## config.mk

```make
export PLATFORM = sky130hd
export DESIGN_NAME = fetch_unit_flat
export DESIGN_NICKNAME = d
export VERILOG_FILES = /design/src/rtl/fetch_unit_pkg.sv /design/src/rtl/fetch_unit_if.sv /design/src/rtl/fetch_unit_sync_fifo.sv /design/src/rtl/fetch_unit.sv /design/src/flat_wrapper.sv
export SDC_FILE = /design/constraint.sdc
export NUM_CORES = 1
export LEC_CHECK = 0
export CORE_MARGIN = 8
export CORE_UTILIZATION = 55
export CTS_BUF_LIST = sky130_fd_sc_hd__clkbuf_4
export DETAILED_ROUTE_END_ITERATION = 12
export DONT_BUFFER_PORTS = 1
export GPL_ROUTABILITY_DRIVEN = 1
export PLACE_DENSITY = 0.7
export SETUP_SLACK_MARGIN = 0.1
export SYNTH_ARGS = -nofsm -noshare
export SYNTH_HDL_FRONTEND = slang
export SYNTH_SLANG_ARGS = --single-unit
```

## constraint.sdc

```tcl
create_clock -name clk_i -period 3.4 [get_ports clk_i]
set_input_delay 0.34 -clock clk_i [delete_from_list [all_inputs] [get_ports clk_i]]
set_output_delay 0.34 -clock clk_i [all_outputs]
set_load 0.05 [all_outputs]
```

## src/rtl/fetch_unit_pkg.sv

```systemverilog
`default_nettype none
// ============================================================================
// Module      : fetch_unit_pkg
// Description : Shared types and constants for the instruction fetch stage:
//               fetch entry layout, NOP encoding and counter sizing helper.
// Revision    : 1.0 - initial release
// ============================================================================
package fetch_unit_pkg;

    // Data/address width of the fetch path
    localparam int REG_BITS = 32;

    // Canonical RISC-V NOP (addi x0, x0, 0)
    localparam logic [REG_BITS-1:0] NOP = 32'h0000_0013;

    // One buffered fetch: byte address plus the instruction word found there
    typedef struct packed {
        logic [REG_BITS-1:0] pc;
        logic [REG_BITS-1:0] instr;
    } fetch_entry_t;

    // Counters must represent 0..depth inclusive
    function automatic int cnt_width(input int depth);
        return $clog2(depth) + 1;
    endfunction

endpackage
`default_nettype wire

```

## src/rtl/fetch_unit_if.sv

```systemverilog
`default_nettype none
// ============================================================================
// Module      : fetch_unit_if
// Description : Bundle of the fetch stage's instruction-memory bus, redirect
//               input and downstream valid/ready instruction stream.
//               master = fetch unit side, slave = memory/pipeline side.
// Revision    : 1.0 - initial release
// ============================================================================
interface fetch_unit_if import fetch_unit_pkg::*; ();

    // Instruction memory request/response
    logic                imem_req_o;
    logic [REG_BITS-1:0] imem_addr_o;
    logic                imem_gnt_i;
    logic                imem_rvalid_i;
    logic [REG_BITS-1:0] imem_rdata_i;

    // Control-flow redirect from the execute stage
    logic                redirect_i;
    logic [REG_BITS-1:0] redirect_pc_i;

    // Instruction stream towards decode
    logic                instr_valid_o;
    logic                instr_ready_i;
    logic [REG_BITS-1:0] instr_o;
    logic [REG_BITS-1:0] pc_o;

    modport master (
        output imem_req_o, imem_addr_o,
        input  imem_gnt_i, imem_rvalid_i, imem_rdata_i,
        input  redirect_i, redirect_pc_i,
        output instr_valid_o, instr_o, pc_o,
        input  instr_ready_i
    );

    modport slave (
        input  imem_req_o, imem_addr_o,
        output imem_gnt_i, imem_rvalid_i, imem_rdata_i,
        output redirect_i, redirect_pc_i,
        input  instr_valid_o, instr_o, pc_o,
        output instr_ready_i
    );

endinterface
`default_nettype wire

```

## src/rtl/fetch_unit_sync_fifo.sv

```systemverilog
`default_nettype none
// ============================================================================
// Module      : sync_fifo
// Description : Single-clock FIFO with registered storage, synchronous flush
//               and occupancy count. Head is read straight from storage.
//               Push is accepted when full only if a pop happens alongside.
// Revision    : 1.0 - initial release
// ============================================================================
module sync_fifo #(
    parameter int WIDTH = 64,
    parameter int DEPTH = 4
) (
    input  wire logic                  clk_i,
    input  wire logic                  rst_i,
    input  wire logic                  i_push,
    input  wire logic [WIDTH-1:0]      i_data,
    input  wire logic                  i_pop,
    input  wire logic                  i_flush,
    output logic      [WIDTH-1:0]      o_data,
    output logic                       o_full,
    output logic                       o_empty,
    output logic      [$clog2(DEPTH):0] o_count
);

    localparam int c_ptr_w = $clog2(DEPTH);
    localparam int c_cnt_w = c_ptr_w + 1;

    logic [WIDTH-1:0]   r_mem [DEPTH];
    logic [c_ptr_w-1:0] r_wr_ptr;
    logic [c_ptr_w-1:0] r_rd_ptr;
    logic [c_cnt_w-1:0] r_count;

    logic w_do_push;
    logic w_do_pop;

    assign o_empty   = (r_count == '0);
    assign o_full    = (r_count == c_cnt_w'(DEPTH));
    assign o_count   = r_count;
    assign o_data    = r_mem[r_rd_ptr];

    assign w_do_pop  = i_pop & ~o_empty;
    assign w_do_push = i_push & (~o_full | w_do_pop);

    // Storage write; cleared on reset so the head reads as zero when idle
    always_ff @(posedge clk_i or negedge rst_i) begin
        if (!rst_i) begin
            for (int i = 0; i < DEPTH; i++) begin
                r_mem[i] <= '0;
            end
        end else if (w_do_push && !i_flush) begin
            r_mem[r_wr_ptr] <= i_data;
        end
    end

    // Pointer and occupancy update; flush discards everything at once
    always_ff @(posedge clk_i or negedge rst_i) begin
        if (!rst_i) begin
            r_wr_ptr <= '0;
            r_rd_ptr <= '0;
            r_count  <= '0;
        end else if (i_flush) begin
            r_wr_ptr <= '0;
            r_rd_ptr <= '0;
            r_count  <= '0;
        end else begin
            if (w_do_push) begin
                r_wr_ptr <= r_wr_ptr + 1'b1;
            end
            if (w_do_pop) begin
                r_rd_ptr <= r_rd_ptr + 1'b1;
            end
            r_count <= r_count + c_cnt_w'(w_do_push) - c_cnt_w'(w_do_pop);
        end
    end

endmodule
`default_nettype wire

```

## src/rtl/fetch_unit.sv

```systemverilog
`default_nettype none
// ============================================================================
// Module      : fetch_unit
// Description : Instruction fetch stage. Owns the fetch PC, issues word reads
//               to a variable-latency in-order instruction memory, buffers
//               returned words with their PC and streams them downstream.
//               A redirect flushes buffered words and drops every in-flight
//               response before restarting at the new target.
// Revision    : 1.0 - initial release
// ============================================================================
module fetch_unit import fetch_unit_pkg::*; #(
    parameter int                  DEPTH        = 4,
    parameter logic [REG_BITS-1:0] RESET_VECTOR = '0
) (
    input  wire logic clk_i,
    input  wire logic rst_i,
    fetch_unit_if.master bus
);

    localparam int                  c_cnt_w      = cnt_width(DEPTH);
    localparam logic [c_cnt_w:0]    c_credit_max = (c_cnt_w + 1)'(DEPTH);
    localparam logic [REG_BITS-1:0] c_pc_step    = REG_BITS'(4);

    // Architectural bookkeeping
    logic [REG_BITS-1:0] r_fetch_pc;     // next address to request
    logic [REG_BITS-1:0] r_resp_pc;      // address of the next kept response
    logic [c_cnt_w-1:0]  r_outstanding;  // granted but not yet returned
    logic [c_cnt_w-1:0]  r_discard;      // returns still to be thrown away
    logic                r_run;          // holds requests off while in reset

    logic [REG_BITS-1:0] w_target;
    logic [c_cnt_w-1:0]  w_fifo_count;
    logic [c_cnt_w:0]    w_inflight;
    logic [c_cnt_w-1:0]  w_out_next;
    logic                w_credit;
    logic                w_req;
    logic                w_issue;
    logic                w_drop;
    logic                w_push;
    logic                w_pop;
    logic                w_fifo_full;
    logic                w_fifo_empty;
    logic                w_unused;
    fetch_entry_t        w_push_entry;
    fetch_entry_t        w_head;

    // Redirect targets are word aligned; the low bits are ignored
    assign w_target = {bus.redirect_pc_i[REG_BITS-1:2], 2'b00};
    assign w_unused = &{1'b0, bus.redirect_pc_i[1:0]};

    // A slot is reserved per request at issue time, so buffered plus
    // in-flight words can never exceed the FIFO capacity
    assign w_inflight = {1'b0, w_fifo_count} + {1'b0, r_outstanding};
    assign w_credit   = (w_inflight < c_credit_max);
    assign w_req      = r_run & ~bus.redirect_i & w_credit;
    assign w_issue    = w_req & bus.imem_gnt_i;

    // Responses belonging to a pre-redirect stream are dropped in order
    assign w_drop     = bus.imem_rvalid_i & (r_discard != '0) & ~bus.redirect_i;
    assign w_push     = bus.imem_rvalid_i & (r_discard == '0) & ~bus.redirect_i;
    assign w_pop      = ~w_fifo_empty & bus.instr_ready_i & ~bus.redirect_i;

    // Responses leave, issues arrive; both in one cycle cancel out
    assign w_out_next = r_outstanding + c_cnt_w'(w_issue) - c_cnt_w'(bus.imem_rvalid_i);

    assign w_push_entry.pc    = r_resp_pc;
    assign w_push_entry.instr = bus.imem_rdata_i;

    sync_fifo #(
        .WIDTH ($bits(fetch_entry_t)),
        .DEPTH (DEPTH)
    ) u_prefetch_fifo (
        .clk_i   (clk_i),
        .rst_i   (rst_i),
        .i_push  (w_push),
        .i_data  (w_push_entry),
        .i_pop   (w_pop),
        .i_flush (bus.redirect_i),
        .o_data  (w_head),
        .o_full  (w_fifo_full),
        .o_empty (w_fifo_empty),
        .o_count (w_fifo_count)
    );

    assign bus.imem_req_o    = w_req;
    assign bus.imem_addr_o   = r_fetch_pc;
    assign bus.instr_valid_o = ~w_fifo_empty;
    assign bus.instr_o       = w_head.instr;
    assign bus.pc_o          = w_head.pc;

    // PC tracking and in-flight/discard accounting; redirect takes priority
    always_ff @(posedge clk_i or negedge rst_i) begin
        if (!rst_i) begin
            r_fetch_pc    <= RESET_VECTOR;
            r_resp_pc     <= RESET_VECTOR;
            r_outstanding <= '0;
            r_discard     <= '0;
            r_run         <= 1'b0;
        end else begin
            r_run         <= 1'b1;
            r_outstanding <= w_out_next;
            if (bus.redirect_i) begin
                // Every request still outstanding after this cycle is stale
                r_fetch_pc <= w_target;
                r_resp_pc  <= w_target;
                r_discard  <= w_out_next;
            end else begin
                if (w_issue) begin
                    r_fetch_pc <= r_fetch_pc + c_pc_step;
                end
                if (w_push) begin
                    r_resp_pc <= r_resp_pc + c_pc_step;
                end
                if (w_drop) begin
                    r_discard <= r_discard - 1'b1;
                end
            end
        end
    end

    // Memory must never return data that was not requested
    a_rvalid_requested: assert property (
        @(posedge clk_i) disable iff (!rst_i)
        bus.imem_rvalid_i |-> (r_outstanding != '0)
    );

    // Credit accounting guarantees a push into a full FIFO only alongside a pop
    a_no_overflow: assert property (
        @(posedge clk_i) disable iff (!rst_i)
        (w_push && w_fifo_full) |-> w_pop
    );

endmodule
`default_nettype wire

```

## src/flat_wrapper.sv

```systemverilog
// flat-port wrapper written by rule: the top's interface ports become plain ports
module fetch_unit_flat import fetch_unit_pkg::*;
#(
    parameter int                  DEPTH        = 4,
    parameter logic [REG_BITS-1:0] RESET_VECTOR = '0
)
  (clk_i, rst_i, bus_imem_req_o, bus_imem_addr_o, bus_imem_gnt_i, bus_imem_rvalid_i, bus_imem_rdata_i, bus_redirect_i, bus_redirect_pc_i, bus_instr_valid_o, bus_instr_o, bus_pc_o, bus_instr_ready_i);
  fetch_unit_if bus_i ();
  input  wire logic clk_i;
  input  wire logic rst_i;
  output wire logic [$bits(bus_i.imem_req_o)-1:0] bus_imem_req_o;
  output wire logic [$bits(bus_i.imem_addr_o)-1:0] bus_imem_addr_o;
  input wire logic [$bits(bus_i.imem_gnt_i)-1:0] bus_imem_gnt_i;
  input wire logic [$bits(bus_i.imem_rvalid_i)-1:0] bus_imem_rvalid_i;
  input wire logic [$bits(bus_i.imem_rdata_i)-1:0] bus_imem_rdata_i;
  input wire logic [$bits(bus_i.redirect_i)-1:0] bus_redirect_i;
  input wire logic [$bits(bus_i.redirect_pc_i)-1:0] bus_redirect_pc_i;
  output wire logic [$bits(bus_i.instr_valid_o)-1:0] bus_instr_valid_o;
  output wire logic [$bits(bus_i.instr_o)-1:0] bus_instr_o;
  output wire logic [$bits(bus_i.pc_o)-1:0] bus_pc_o;
  input wire logic [$bits(bus_i.instr_ready_i)-1:0] bus_instr_ready_i;
  assign bus_imem_req_o = bus_i.imem_req_o;
  assign bus_imem_addr_o = bus_i.imem_addr_o;
  assign bus_i.imem_gnt_i = bus_imem_gnt_i;
  assign bus_i.imem_rvalid_i = bus_imem_rvalid_i;
  assign bus_i.imem_rdata_i = bus_imem_rdata_i;
  assign bus_i.redirect_i = bus_redirect_i;
  assign bus_i.redirect_pc_i = bus_redirect_pc_i;
  assign bus_instr_valid_o = bus_i.instr_valid_o;
  assign bus_instr_o = bus_i.instr_o;
  assign bus_pc_o = bus_i.pc_o;
  assign bus_i.instr_ready_i = bus_instr_ready_i;
  fetch_unit #(.DEPTH(DEPTH), .RESET_VECTOR(RESET_VECTOR)) u_core (.clk_i(clk_i), .rst_i(rst_i), .bus(bus_i));
endmodule
```

=== Word level (Yosys, flattened, before mapping) ===
Index checks and enable logic that the tools add are counted.

* Word-level logic and storage cells: 72
* Output and inout bits: 98
* Bits in registers: 334

* Reduce and logical (&&, ||, !) cells: 11
* Order comparisons: 4
* Add/subtract/negate cells: 10
* Equal/unequal tests: 1
* Bitwise logic cells: 17
* Multiplexer cells: 17

{| class="wikitable"
|+ Operators with widths
! operator !! count
|-
| $bwmux W256 || 1
|-
| $mux W64 || 3
|-
| $bmux W64 S2 || 1
|-
| $demux W64 S2 || 1
|-
| $mux W32 || 4
|-
| $add A32 B3 Y32 const B || 2
|-
| $and A1 B1 Y1 || 11
|-
| $reduce_bool A2 Y1 || 5
|-
| $mux W3 || 3
|-
| $mux W2 || 4
|-
| $add A3 B1 Y3 || 2
|-
| $ge A3 B3 Y1 const B || 2
|-
| $logic_not A3 Y1 || 2
|-
| $not A2 Y3 || 2
|-
| $sub A3 B1 Y3 || 2
|-
| $add A2 B1 Y2 const B || 2
|-
| $add A3 B3 Y4 || 1
|-
| $lt A4 B3 Y1 const B || 1
|-
| $eq A3 B3 Y1 const B || 1
|-
| $lt A3 B1 Y1 const B || 1
|-
| $not A1 Y1 || 3
|-
| $reduce_bool A3 Y1 || 1
|-
| $sub A3 B1 Y3 const B || 1
|-
| $logic_and A1 B1 Y1 || 2
|-
| 2 further kinds || 2
|}

=== Longest topological paths before layout ===
* Depth after elaboration: 10
* Gate-level depth with buffers: 12
* Mapped depth without buffers: 12

=== Cells and area by module ===
A second synthesis with hierarchy kept.

* Cells, all modules: 1074
* Area total of the unflattened synthesis: 16016.6 um^2

{| class="wikitable"
|+ By module, submodules not included
! module !! cells an instance !! instances !! area each (um^2)
|-
| sync_fifo || 665 || 1 || 12221.7
|-
| fetch_unit || 409 || 1 || 3794.9
|}

=== Worst setup path before layout ===
Ideal clock, no wire load.

* Path kind: register -> register
* Start: register u_core.u_prefetch_fifo.r_count[1], in the netlist u_core.u_prefetch_fifo.o_count[1]
* End: register u_core.u_prefetch_fifo.r_count[2], in the netlist u_core.u_prefetch_fifo.o_count[2]
* Path slack: 916 ps
* Arrival time: 2352 ps
* Clock period less this slack: 2484 ps
* Cell stages (with the launch flop): 11
* Data required time: 3268 ps
* Cell sequence: dfrtp_1 -> or3_1 -> nand2_1 -> nor2_1 -> ha_1 -> inv_1 -> ha_1 -> inv_1 -> fa_1 -> xnor2_1 -> nor2_1

* Cells in the longest elaborated chain, start to end: 10

{| class="wikitable"
|+ RTL lines
! element !! line !! source
|-
| start: declaration || fetch_unit_sync_fifo.sv:31 || <nowiki>logic [c_cnt_w-1:0] r_count;</nowiki>
|-
| start signal: assignment || fetch_unit_sync_fifo.sv:72 || <nowiki>r_count <= r_count + c_cnt_w'(w_do_push) - c_cnt_w'(w_do_pop);</nowiki>
|-
| $logic_not A3 Y1 (*) || fetch_unit_sync_fifo.sv:36 || <nowiki>assign o_empty = (r_count == '0);</nowiki>
|-
| $not A1 Y1 (*) || n/a ||
|-
| named net bus_instr_valid_o || flat_wrapper.sv:18 || <nowiki>output wire logic [$bits(bus_i.instr_valid_o)-1:0] bus_instr_valid_o;</nowiki>
|-
| $and A1 B1 Y1 (2 in a row) || fetch_unit.sv:61 || <nowiki>assign w_pop = ~w_fifo_empty & bus.instr_ready_i & ~bus.redirect_i;</nowiki>
|-
| $and A1 B1 Y1 (*) || fetch_unit_sync_fifo.sv:41 || <nowiki>assign w_do_pop = i_pop & ~o_empty;</nowiki>
|-
| $or A1 B1 Y1 || fetch_unit_sync_fifo.sv:42 || <nowiki>assign w_do_push = i_push & (~o_full | w_do_pop);</nowiki>
|-
| $and A1 B1 Y1 || fetch_unit_sync_fifo.sv:42 ||
|-
| $add A3 B1 Y3 || fetch_unit_sync_fifo.sv:72 ||
|-
| $sub A3 B1 Y3 (*) || fetch_unit_sync_fifo.sv:72 ||
|-
| $mux W3 (*) || fetch_unit_sync_fifo.sv:61 || <nowiki>end else if (i_flush) begin</nowiki>
|}

The timed path passes the listed nets; every way through them passes the cells marked *.
A chain may end at the register's enable or synchronous reset.

=== Worst setup path after layout ===
* Start: register u_core.u_prefetch_fifo.r_rd_ptr[0]
* End: output bus_instr_o[15]

* Cells in the longest elaborated chain, start to end: 4

{| class="wikitable"
|+ RTL lines
! element !! line !! source
|-
| start: declaration || fetch_unit_sync_fifo.sv:30 || <nowiki>logic [c_ptr_w-1:0] r_rd_ptr;</nowiki>
|-
| start signal: assignment || fetch_unit_sync_fifo.sv:70 || <nowiki>r_rd_ptr <= r_rd_ptr + 1'b1;</nowiki>
|-
| $not A2 Y3 (implied by the code) || fetch_unit_sync_fifo.sv:39 || <nowiki>assign o_data = r_mem[r_rd_ptr];</nowiki>
|-
| $bmux W64 S2 || fetch_unit_sync_fifo.sv:39 ||
|-
| $mux W64 (implied by the code) (2 in a row) || fetch_unit_sync_fifo.sv:39 ||
|-
| end: declaration || flat_wrapper.sv:19 || <nowiki>output wire logic [$bits(bus_i.instr_o)-1:0] bus_instr_o;</nowiki>
|}

Every way passes these cells. The select of a mux whose other input is x is not followed.

==> metrics <==
Max-Cap Viols=0; initial antenna violation count=1; number of post-CTS setup repair buffers=0; CTS H-tree depth=3; register area share after synthesis=53.2%; Reg-to-Reg End=u_core.u_prefetch_fifo.r_mem[106]; synth unique cells=60; Critical Path Fanout Max=25; Least-Margin Pin Slew=0.777 ns; Fin. Hold Viols=between 300 and 400; clock sinks=322; critical path cell sequence=buf_12, mux4_2; Nets=around 1300; Max clock buf depth=3; CTS Hold Bufs=67; Slew headroom=about half; Vias=about 9600; synth top area cells=dfrtp_1, mux2_2, mux4_2; Req. time, crit path=3.06 ns; status=finished, violations left; pin count of the biggest net entering global routing=roughly 320; CP max stage delay=0.76 ns; number of flops mapped to enable cells by yosys=0; crit path DAT=about 2.5 ns; Num CTS Buffers=just under 90; DR pass1 iterations=5; fin crit period=~2.8 ns; synthesized instance count=1084; crit path kind=reg2out; Fmax=between 0.3 and 0.4 GHz; std cell rows=60; Pleak=0.00779 uW; die area=between 30000 and 40000 um2; pre-CTS setup slack=0.720 ns; Die Width=~180 um; Mapped Area=15200 um2; failing checks=hold timing; setup TNS=0 ns; Initial Util=a little under three fifths; Final WS setup=approximately 0.59 ns; r2r worst-path depth=7; Synth async-reset ratio=between 90% and 100%; clk_skew=around 0.035 ns; R2R Path Start=u_core.r_discard[0]; port buffer count=0; Ports=168; Total GRT Usage=approximately a fifth; CTS tree=yes; P&R area growth vs syn=13.4%; Vias/cell=5.97; Slowest cell on crit path=dfrtp_4; CORE AREA=27000 um2; WL per Instance=between 20 and 25 um; crit path launch=u_core.u_prefetch_fifo.r_rd_ptr[0]; RePlAce Congestion=between 0.8 and 0.9; most frequent cells in the layout=dfrtp_1, mux2_2, clkbuf_4, dlygate4sd3_1, nand2_1; grt total ovfl=0; first-pass GRT wire length=around 56000 um; VDD IR max=0.000413 V; CTS Root Cell=clkbuf_4; Primary FF master, synth=dfrtp_1; YS warnings=0; number of global-route vias before repair=10200; Hold Crit Class=in2async; Initial DRC Count=660; worst skew pair latency=roughly 0.69 ns; crit end category=output pin; Reg2Reg Setup Slack=between 0.7 and 0.8 ns; largest area contributor in the synthesized netlist=dfrtp_1; flops & latches, synth=between 300 and 400; Die H=about 180 um; layout cells sized above 1=a little under two fifths; antenna-violating nets left=0; DRC=0; Synth top area share=53.2%; hold_ws=-0.640 ns; Final period util=roughly 83%; Final Max Slew Viols=0; DP HPWL=about 21000 um; setup violators final=0; CTS clock-pin slew for the worst setup and hold paths=roughly 0.060 ns; crit path launch type=flop; syn_area_per_cell=about 14 um2; Routed WL=33800 um; RSZ-0062 raised after global routing=no; Resized Gates After CTS=0; most common cell after layout, fill and taps aside=dfrtp_1; pwr/cell area=about 800 nW/um2
cells in the mapped netlist (all sizes together), types with 2 or more instances:
library cell  number
inv               16
nand2b             2
nand3b             2
nor3              13
and4               4
o21ai             47
a41oi              4
nor4               6
xnor2             18
and3              10
and2               9
a31o               2
xor2              23
mux2             250
conb               2
fa                 2
dfrtp            322
nand4             27
clkbuf            19
a21oi              6
buf               58
nand2             65
o211ai            10
nor2              26
a21boi             2
ha                14
nand3             28
o311ai             9
mux4              62
nand4b             4
a31oi              8
per-stage QoR:
step	utilization (%)	hold slack [ns]	power (uW)	area, um2	cells
2_1_floorplan	-	0.0444	9580	15200	1087
3_3_place_gp	56.8	0.0570	10200	15400	1378
3_5_place_dp	56.8	0.0557	10300	15400	1378
4_1_cts	63.6	-0.716	14000	17200	1600
5_1_grt	63.6	-0.715	14500	17200	1601
6_report	63.6	-0.640	13800	17200	1601
critical path: cells and delay by family, from the launching register on:
kind	cells	cell delay [ns]
multiplexers	1	0.71
flip-flops	1	0.76
buffers and inverters	1	0.31
flip-flops by register name, summed over array words and instances, names as in the netlist:
name / flops
u_core.u_prefetch_fifo.r_wr_ptr: 2
u_core.r_discard: 3
u_core.u_prefetch_fifo.r_rd_ptr: 2
u_core.r_outstanding: 3
u_core.bus.imem_addr_o: 30
u_core.u_prefetch_fifo.o_count: 3
u_core.r_resp_pc: 30
u_core.r_run: 1
u_core.u_prefetch_fifo.r_mem: 248
area by class of cell:
class | instances | area (um2)
fillers | 2067 | 9840
flip-flops and latches | 322 | 8060
multi-input cells | 671 | 6520
clock buffers | 141 | 1060
repair buffers | 94 | 978
well taps | 341 | 427
clock inverters | 14 | 78.8
inverters | 17 | 63.8
diodes | 1 | 2.50
per-layer routing:
| layer | global-route usage, % | vias up | share of wire [%] |
|---|---|---|---|
| li1 | - | 4254 | - |
| met1 | 28.5 | 4913 | 45 |
| met2 | 32.5 | 329 | 47 |
| met3 | 5.73 | 56 | 6.8 |
| met4 | 6.49 | 0 | 1.9 |
| met5 | 0 | - | 0 |
power breakdown:
group          internal [uW]  switching [uW]  leakage, uW
clock                   1940            1530     0.000689
combinational           1710            3060      0.00287
sequential              4740             806      0.00423
total                   8390            5400      0.00779
how the worst max path moves through the flow:
stage	slack, ns	cells past startpoint	endpoint
after floorplan	0.92	10	u_core.u_prefetch_fifo.o_count[2]
after global placement	0.76	12	u_core.u_prefetch_fifo.o_count[2]
after detailed placement	0.72	7	u_core.u_prefetch_fifo.r_mem[106]
after CTS	0.47	2	bus_instr_o[31]
after global routing	0.42	2	bus_instr_o[31]
final	0.59	2	bus_instr_o[15]
logic make-up after synthesis:
family          share of synthesized area (%)
mux                                      27.8
fa+ha+maj                                1.42
compound gates                           3.76
buf+inv                                  3.99
simple gates                             7.45
xor+xnor                                 2.37
flops                                    53.2
other cells                            0.0496
(Power assumes the default switching activity.)
